### config.mk
export PLATFORM = sky130hd
export DESIGN_NAME = demux8_router
export DESIGN_NICKNAME = d
export VERILOG_FILES = /design/src/rtl/demux8_router.sv
export SDC_FILE = /design/constraint.sdc
export NUM_CORES = 1
export LEC_CHECK = 0
export BUFFER_PORTS_ARGS = -buffer_cell sky130_fd_sc_hd__buf_2
export CAP_MARGIN = 20
export CORE_ASPECT_RATIO = 0.75
export CORE_MARGIN = 3
export CORE_UTILIZATION = 40
export CTS_CLUSTER_DIAMETER = 50
export DETAILED_ROUTE_END_ITERATION = 10
export GPL_TIMING_DRIVEN = 0
export PLACE_DENSITY = 0.7
export SYNTH_ARGS = -nofsm -noshare
export SYNTH_HDL_FRONTEND = slang
export SYNTH_SLANG_ARGS = --single-unit
### constraint.sdc
create_clock -name clk -period 4.8 [get_ports clk]
set_input_delay 0.48 -clock clk [delete_from_list [all_inputs] [get_ports clk]]
set_output_delay 0.48 -clock clk [all_outputs]
set_load 0.05 [all_outputs]
### src/rtl/demux8_router.sv
// 1-to-8 word distributor: one valid/ready input, eight single-register output lanes.
// Unicast loads the lane named by in_sel; broadcast loads all lanes or none.
module demux8_router #(
    parameter int WIDTH = 16,
    parameter int CNT_W = 16
) (
    input  logic                 clk,
    input  logic                 rst_n,
    input  logic                 in_valid,
    output logic                 in_ready,
    input  logic [2:0]           in_sel,
    input  logic                 in_bcast,
    input  logic [WIDTH-1:0]     in_data,
    output logic [7:0]           out_valid,
    input  logic [7:0]           out_ready,
    output logic [8*WIDTH-1:0]   out_data,
    output logic                 busy,
    output logic [CNT_W-1:0]     xfer_count
);

    // Handshake: a word moves on a port at a rising edge where valid & ready are
    // both high; valid never waits on ready, and in_ready never looks at in_valid.
    localparam logic [0:0] LANE_EMPTY = 1'b0;
    localparam logic [0:0] LANE_FULL  = 1'b1;

    logic [7:0]       r_full;
    logic [WIDTH-1:0] r_data [8];
    logic [CNT_W-1:0] r_count;

    logic [7:0]       w_can_take;
    logic [7:0]       w_drain;
    logic [7:0]       w_load;
    logic             w_in_ready;
    logic             w_accept;

    // A lane being drained this cycle may reload at the same edge.
    assign w_can_take = ~r_full | out_ready;
    assign w_drain    = r_full & out_ready;
    assign w_in_ready = in_bcast ? (&w_can_take) : w_can_take[in_sel];
    assign w_accept   = in_valid & w_in_ready;

    always_comb begin
        w_load = '0;
        for (int k = 0; k < 8; k++) begin
            w_load[k] = w_accept & (in_bcast | (in_sel == 3'(k)));
        end
    end

    always_ff @(posedge clk or negedge rst_n) begin
        if (!rst_n) begin
            r_full <= {8{LANE_EMPTY}};
        end else begin
            for (int k = 0; k < 8; k++) begin
                if (w_load[k]) begin
                    r_full[k] <= LANE_FULL;
                end else if (w_drain[k]) begin
                    r_full[k] <= LANE_EMPTY;
                end
            end
        end
    end

    // Lane data is only written on load, so it holds while stalled and after drain.
    always_ff @(posedge clk or negedge rst_n) begin
        if (!rst_n) begin
            for (int k = 0; k < 8; k++) begin
                r_data[k] <= '0;
            end
        end else begin
            for (int k = 0; k < 8; k++) begin
                if (w_load[k]) begin
                    r_data[k] <= in_data;
                end
            end
        end
    end

    always_ff @(posedge clk or negedge rst_n) begin
        if (!rst_n) begin
            r_count <= '0;
        end else if (w_accept) begin
            r_count <= r_count + CNT_W'(1);
        end
    end

    for (genvar g = 0; g < 8; g++) begin : g_lane_out
        assign out_data[g*WIDTH +: WIDTH] = r_data[g];
    end

    assign in_ready   = w_in_ready;
    assign out_valid  = r_full;
    assign busy       = |r_full;
    assign xfer_count = r_count;

endmodule

; ---- Word level (Yosys, flattened, before mapping)
; Index checks and enable logic that the tools add are counted.
[totals]
output_inout_bits = 154
reg_bits = 152
elab_cells = 76
inputBits = 31
[classes]
n_addsub = 1
reduce_logical = 11
n_eq_ne = 7
n_mux = 19
bitwise = 20
order_cmp = 1
[ops]
columns = cell, count
row1 = $mux W1, 18
row2 = $add A16 B1 Y16 const B, 1
row3 = $reduce_bool A2 Y1, 8
row4 = $eq A3 B3 Y1 const B, 4
row5 = $and A1 B1 Y1, 9
row6 = $and A8 B8 Y8, 1
row7 = $not A8 Y8, 1
row8 = $or A1 B1 Y1, 8
row9 = $or A8 B8 Y8, 1
row10 = $reduce_and A8 Y1, 1
row11 = $reduce_or A8 Y1, 1
row12 = $eq A3 B2 Y1 const B, 2
row13 = $lt A3 B4 Y1 const B, 1
row14 = $bmux W1 S3, 1
row15 = $eq A3 B1 Y1 const B, 1
row16 = $logic_not A3 Y1, 1

; ---- Logic depth before layout (Yosys ltp)
; Gate-level depths: netlist (run 1).
[depth]
word_depth = 8
depth_mapped = 9
depth_no_buf = 6

; ---- Least setup slack after synthesis (run 1)
; OpenSTA, ideal clock, no wires.
[synth_path]
path_type = reg2reg
from = register r_full[4] (netlist: out_valid[4])
to = register r_count[1] (netlist: xfer_count[1])
path_slack_ns = 2.457
synth_period_minus_slack_ns = 2.343
setup_ns = 0.125
required_ns = 4.675
path_buffers = 2
path_stages_with_launch = 8
arrival_ns = 2.219
cell_sequence = dfrtp_1 nand2b_1 o311ai_2 nor3_2 o31ai_4 buf_6 buf_2 mux2_2
[synth_between]
elab_chain_len = 6
[synth_rtl]
columns = element, line
row1 = "start, declared", 26  ; logic [7:0] r_full;
row2 = "start signal, assigned", 51  ; r_full <= {8{LANE_EMPTY}};
row3 = $not A8 Y8 (*), 37  ; assign w_can_take = ~r_full | out_ready;
row4 = $or A8 B8 Y8 (*), 37
row5 = $bmux W1 S3, 39  ; assign w_in_ready = in_bcast ? (&w_can_take) : w_can_take[in_sel];
row6 = $mux W1 (not written as such), 39
row7 = $mux W1 (*), 39
row8 = $and A1 B1 Y1 (*), 40  ; assign w_accept = in_valid & w_in_ready;
row9 = "end signal, assigned", 82  ; r_count <= r_count + CNT_W'(1);
row10 = "end, declared", 28  ; logic [CNT_W-1:0] r_count;
; Every way passes the cells marked *; elsewhere a longest branch is shown, timed or not. The select of a mux whose other input is x is not followed.
; A chain may end at the register's enable or synchronous reset.

; ---- Worst setup path after layout (run 1)
[layout_path]
from = register r_full[5] (netlist: out_valid[5])
to = register r_data (netlist bit out_data[28])
[layout_between]
elab_chain_len = 7
[layout_rtl]
columns = element, line
row1 = $not A8 Y8 (*), 37
row2 = $or A8 B8 Y8 (*), 37
row3 = $bmux W1 S3, 39
row4 = $mux W1 (not written as such), 39
row5 = $mux W1 (*), 39
row6 = $and A1 B1 Y1 (*), 40
row7 = $and A1 B1 Y1 (*), 45  ; w_load[k] = w_accept & (in_bcast | (in_sel == 3'(k)));
row8 = "end signal, assigned by index", 72  ; r_data[k] <= in_data;
row9 = "end, declared", 27  ; logic [WIDTH-1:0] r_data [8];
; Marks and branches as above.

==> qor.yml, run 1 <==
slew_headroom_pct: 61.46
cts_tree: "yes"
drt_iter0_markers: 240
io_buffers: 182
hold_viol_final: 1
worstPathCellList: "nand2b_1, nand4_1, nor3_1, o31ai_4, nor2_2, buf_4, mux2_2"
peakVddDrop_mv: 0.3944
run_status: "finished with violations"
start_util_pct: 41.97
rows: 38
post_cts_buffers: 0
synth-adder-area-share_pct: 0.2003
slew_violations: 0
clock_latency_ns: 0.41
finalPower_uw: 5736
synth_cells: 400
synthMuxAreaShare_pct: 26.30
io_pins: 185
cts_max_path_buffers: 2
synth-compound-area-share_pct: 2.123
yosysSeqAreaShare_pct: 60.90
drt-total-wl_mm: 15.47
worstPathArrival_ns: 2.79
synth_ff_type: "dfrtp_1"
dr.pass1.iters: 4
grt_setup_unrepaired: "no"
grt_pass1_vias: 4176
synth.distinct_cells: 37
numCtsBuffers: 17
area_growth_pct: 28.71
max-cap-violations: 0
fillerInstances: 1259
critical_path_buf_inv_count: 1
worstPathMaxFanout: 10
cts_resized: 0
violations: "hold timing"
grt_pass1_wl_mm: 24.07
htree_num_levels: 4
vias: 4007
max_freq_ghz: 0.4008
period_minus_slack_ns: 2.495
skew_ns: 0.01223
crit_start: "out_valid[5]"
r2r-start: "out_valid[5]"
grt_usage_pct: 18.36
synth_top_family_by_area: "multiplexers"
antenna_found_initial: 0
nets: 634
critPathRequiredTime_ns: 5.10
crit_family: "simple AND/OR/NAND/NOR gates"
clock-sinks: 152
clkTransAtPathRegs_ns: 0.06
power_density_nw_per_um2: 713.5
place_congestion: 0.9262
worst_slew_pin_slew_ns: 0.5775
die-area_sq_um: 17170
route.detailed.vias_per_inst: 4.923
grt-ovfl-total: 0
p_leak_uw: 0.003859
dp_hpwl_mm: 11.19
synth-seq-cells: 152
post-route-period-util_pct: 51.98
avgSynthCellArea_sq_um: 15.61
async_reset_ff_share_pct: 100.0
core_area_sq_um: 14880
synth_xor_area_share_pct: 2.103
setup_violations: 0
end_kind: "flip-flop"
cp_slowest_stage_delay_ns: 0.49
ys_warn_count: 0
holdWs_ns: -0.0008119
crit_type: "flip-flop to flip-flop"
drc_errors: 0
setup.worst_path.start_class: "flip-flop"
syn-cell-area_sq_um: 6246
hold_class: "primary input to asynchronous set/reset pin"
wire_per_inst_microns: 19.00
root_buffer: "clkbuf_16"
ctsHoldBuffers: 0
syn-num-nets: 432
critPathSlowestCell: "nor2_2"
grt_max_degree: 104
fp.dieH_microns: 114.2
ant_nets: 0
num_antenna_cells: 0
setup_tns_ns: 0
synth-simple-area-share_pct: 6.310
die_w_microns: 150.3
synth_edf_count: 0
layout-drive-gt1-share_pct: 59.93
## synth_stat cells, types with 3 or more instances
| master | n | area, sq um |
|---|---|---|
| nor3_1 | 7 | 35.03 |
| buf_4 | 4 | 30.03 |
| buf_6 | 6 | 67.56 |
| nor2_4 | 5 | 56.30 |
| nor2_2 | 3 | 18.77 |
| buf_2 | 4 | 20.02 |
| nand2b_1 | 10 | 62.56 |
| mux2_2 | 79 | 889.6 |
| nand4_1 | 3 | 18.77 |
| nor2_1 | 15 | 56.30 |
| dfrtp_1 | 152 | 3804 |
| mux2_4 | 48 | 720.7 |
| nand2_1 | 7 | 26.28 |
| xor2_1 | 13 | 113.9 |
| nor3b_1 | 4 | 30.03 |
| o21ai_0 | 8 | 40.04 |
| nand3_1 | 5 | 25.02 |
## logic make-up after synthesis
| kind of cell | Yosys count |
|---|---|
| AO/OA/AOI/OAI | 17 |
| XOR/XNOR | 15 |
| adder cells (fa/ha/maj) | 1 |
| buffers and inverters | 17 |
| flip-flops | 152 |
| multiplexers | 130 |
| AND/OR/NAND/NOR | 68 |
## through the flow
step	cell area (sq um)	utilization (%)	worst slack (ns)	cells
after detailed placement	7441	50.00	1.990	783
after global placement	7407	49.77	1.256	782
final	8039	54.02	2.305	814
after CTS	8039	54.02	2.257	814
after global routing	8039	54.02	2.193	814
after floorplan	6246	-	2.457	400
## final timing paths
check,end,slack (ns),cells past startpoint
max in group asynchronous,xfer_count[15],3.94,2
max,out_data[28],2.30,7
min reg2reg,xfer_count[15],0.46,1
min,out_data[7],-0.0008,1
max reg2reg,out_data[28],2.30,7
min in group clk,xfer_count[2],0.39,3
## state kept, by name (all words and copies together), names as in the netlist
| register | flops |
|---|---|
| out_data | 128 |
| out_valid | 8 |
| xfer_count | 16 |
## metal layers
metal	global-route usage, %	vias up	wire [microns]
li1	-	1812	-
met1	25.38	2065	7109
met2	28.49	112	7410
met3	4.947	18	702
met4	5.606	0	245
met5	0	-	0
## area by class of cell
cell class                 count  area (sq um)  area share (%)
sequential                   152          3804           47.32
multi-input combinational    231          2313           28.78
clock buffer                  21         480.5           5.977
buffer                        15         121.4           1.510
timing repair buffer         183         944.7           11.75
clock inverter                10         117.6           1.463
inverter                       2         7.507         0.09339
tap                          200         250.2           3.113
## layout by cell type (no fill, tap or decap), types with 2 or more instances in the layout
| cell type | count |
|---|---|
| a21oi_1 | 2 |
| a31oi_1 | 2 |
| and3_1 | 2 |
| buf_2 | 185 |
| buf_4 | 4 |
| buf_6 | 7 |
| bufinv_16 | 2 |
| clkbuf_16 | 17 |
| clkbuf_8 | 4 |
| clkinv_2 | 3 |
| clkinv_4 | 3 |
| dfrtp_1 | 152 |
| inv_1 | 2 |
| mux2_1 | 2 |
| mux2_2 | 79 |
| mux2_4 | 48 |
| nand2_1 | 7 |
| nand2b_1 | 10 |
| nand3_1 | 5 |
| nand4_1 | 3 |
| nor2_1 | 15 |
| nor2_2 | 3 |
| nor2_4 | 5 |
| nor3_1 | 7 |
| nor3b_1 | 4 |
| nor4_1 | 2 |
| o21ai_0 | 8 |
| xnor2_1 | 2 |
| xor2_1 | 13 |
## where the power goes
| part | internal [uW] | leakage (uW) | switching [uW] |
|---|---|---|---|
| Combinational | 671 | 0.00175 | 1830 |
| Sequential | 1670 | 0.00182 | 243 |
| Clock | 819 | 0.000295 | 510 |
Note: power is estimated with default switching activity, not from simulation.
==> run 2, diff against run 1 <==
PLACE_DENSITY = 0.73   (was 0.7)
clock period = 2.22 ns   (was 4.8 ns; I/O delays follow)
==> run 2 against run 1 <==
Net effect: the run now ends clean; final cell count increased by 2.2%; critical endpoint is now out_data[25]; utilization up 1.3 points; global-route usage up 1.1 points.
==> qor.yml, run 2 (same netlist as run 1, synthesis figures left out) <==
htree_num_levels: 4  # unchanged
route.detailed.vias_per_inst: 4.901  # was 4.923
critPathRequiredTime_ns: 2.52  # was 5.10 ns
cp.depth: 8  # was 7
setup_violations: 0  # unchanged
rows: 38  # unchanged
crit_family: "compound AO/OA/AOI/OAI gates"  # was simple AND/OR/NAND/NOR gates
cts_max_path_buffers: 2  # unchanged
final_cell_area_sq_um: 8230  # was 8039 sq um
nets: 651  # was 634
core_area_sq_um: 14880  # unchanged
antenna_found_initial: 0  # unchanged
critPathSlowestCell: "dfrtp_2"  # was nor2_2
cts_tree: "yes"  # unchanged
worstPathCellList: "nand2b_1, mux2i_1, a211oi_2, o31ai_4, buf_4, nor2_4, buf_4, mux2_2"  # was nand2b_1, nand4_1, nor3_1, o31ai_4, nor2_2, buf_4, mux2_2
drc_errors: 0  # unchanged
grt_pass1_vias: 4195  # was 4176
crit_start: "out_valid[3]"  # was out_valid[5]
wire_per_inst_microns: 19.37  # was 19.00 microns
peakVddDrop_mv: 0.8603  # was 0.3944 mV
ant_nets: 0  # unchanged
mostFrequentLayoutCells: "buf_2, dfrtp_1, mux2_2"  # unchanged
layout-drive-gt1-share_pct: 62.18  # was 59.93%
post-place-ws_ns: -0.3686  # was 1.990 ns
crit_type: "flip-flop to flip-flop"  # unchanged
skew_ns: 0.01304  # was 0.01223 ns
root_buffer: "clkbuf_16"  # unchanged
p_leak_uw: 0.003958  # was 0.003859 uW
postPlaceCellArea_sq_um: 7452  # was 7441 sq um
dp_hpwl_mm: 11.26  # was 11.19 mm
run_status: "complete, no violations"  # was finished with violations
switching_power_uw: 5658  # was 2578 uW
dr.pass1.iters: 4  # unchanged
final_common_cell: "buf_2"  # unchanged
numCtsBuffers: 17  # unchanged
place_congestion: 0.8792  # was 0.9262
clock_latency_ns: 0.42  # was 0.41 ns
r2r-start: "out_valid[3]"  # was out_valid[5]
worstPathArrival_ns: 2.40  # was 2.79 ns
power_density_nw_per_um2: 1522  # was 713.5 nW/um^2
cp_slowest_stage_delay_ns: 0.41  # was 0.49 ns
drt_iter0_markers: 184  # was 240
period_minus_slack_ns: 2.098  # was 2.495 ns
critical_path_buf_inv_count: 2  # was 1
io_pins: 185  # unchanged
switching_share_pct: 45.17  # was 44.95%
setup.worst_path.start_class: "flip-flop"  # unchanged
slew_violations: 0  # unchanged
cpMostUsedCell: "buf_4"
seq_power_share_pct: 33.0  # was 33.3%
area_growth_pct: 31.77  # was 28.71%
p_int_uw: 6867  # was 3157 uW
slew_headroom_pct: 66.41  # was 61.46%
worstPathMaxFanout: 10  # unchanged
pwr-share-clk_pct: 23.4  # was 23.2%
die-area_sq_um: 17170  # unchanged
final_cells: 832  # was 814
clock-sinks: 152  # unchanged
grt_setup_unrepaired: "no"  # unchanged
setup_tns_ns: 0  # unchanged
grt-ovfl-total: 0  # unchanged
post-route-period-util_pct: 94.50  # was 51.98%
fp.dieH_microns: 114.2  # unchanged
grt_usage_pct: 19.41  # was 18.36%
num_antenna_cells: 0  # unchanged
die_w_microns: 150.3  # unchanged
hold_class: "primary input to flip-flop"  # was primary input to asynchronous set/reset pin
clkTransAtPathRegs_ns: 0.06  # about the same
holdWs_ns: 0.1349  # was -0.0008119 ns
vias: 4078  # was 4007
hold_path_depth: 2
hold_viol_final: 0  # was 1
combPwrFrac_pct: 43.7  # was 43.5%
max_freq_ghz: 0.4766  # was 0.4008 GHz
ff2ff_path_depth: 8  # was 7
max-cap-violations: 0  # unchanged
grt_pass1_wl_mm: 25.00  # was 24.07 mm
io_buffers: 182  # unchanged
timing.final.ws_setup_ns: 0.1220  # was 2.305 ns
worst_slew_pin_slew_ns: 0.5038  # was 0.5775 ns
largest_reg_flops: 128  # unchanged
dp.cells: 783  # unchanged
start_util_pct: 41.97  # unchanged
end_kind: "flip-flop"  # unchanged
drt-total-wl_mm: 16.11  # was 15.47 mm
grt_max_degree: 106  # was 104
hold_start: "in_data[15]"
==> run 2: through the flow <==
stage,total power (uW),util [%]
2_1_floorplan,8211,-
3_3_place_gp,9489,49.85
3_5_place_dp,9603,50.08
4_1_cts,12610,55.18
5_1_grt,13030,55.31
6_report,12520,55.31
==> run 2: layer usage <==
layer,share of wire (%),track usage [%]
met5,0,0
met4,1.7,6.764
met3,5.1,4.472
met2,47,29.44
met1,46,27.57
==> run 2: worst reg2reg max path: stages (launching register included) <==
cell	delay, ns
dfrtp_2	0.41
nand2b_1	0.13
mux2i_1	0.10
a211oi_2	0.32
o31ai_4	0.14
buf_4	0.17
nor2_4	0.11
buf_4	0.24
mux2_2	0.36
==> run 2: cell type report <==
| type | instances | area, sq um |
|---|---|---|
| Buffer | 15 | 123.9 |
| Clock buffer | 21 | 470.5 |
| Clock inverter | 11 | 136.4 |
| Fill cell | 1225 | 6651 |
| Inverter | 2 | 7.507 |
| Multi-Input combinational cell | 231 | 2351 |
| Sequential cell | 152 | 3810 |
| Tap cell | 200 | 250.2 |
| Timing Repair Buffer | 200 | 1081 |
==> run 2: what timing repair did <==
item | CTS | global route
gates cloned | 1 | 0
hold buffers | 1 | 0
endpoints found under the hold margin | 47 | 0
setup buffers | 15 | 0
pin swaps | 9 | 3
endpoints found under the setup margin | 80 | 1
resized for setup | 6 | 5
==> run 2: worst paths after layout <==
path | endpoint | slack (ns)
max | out_data[25] | 0.12
min | out_data[15] | 0.13
max reg2reg | out_data[25] | 0.12
min reg2reg | xfer_count[15] | 0.47
max in group asynchronous | out_valid[3] | 1.03
min in group asynchronous | out_data[75] | 0.33
==> run 2: power groups by stage <==
stage	Combinational, uW	Sequential [uW]	Clock [uW]
3_5_place_dp	5450	4150	0
3_3_place_gp	5380	4110	0
2_1_floorplan	1160	7050	0
4_1_cts	5500	4130	2980
5_1_grt	5660	4250	3130
6_report	5470	4130	2930
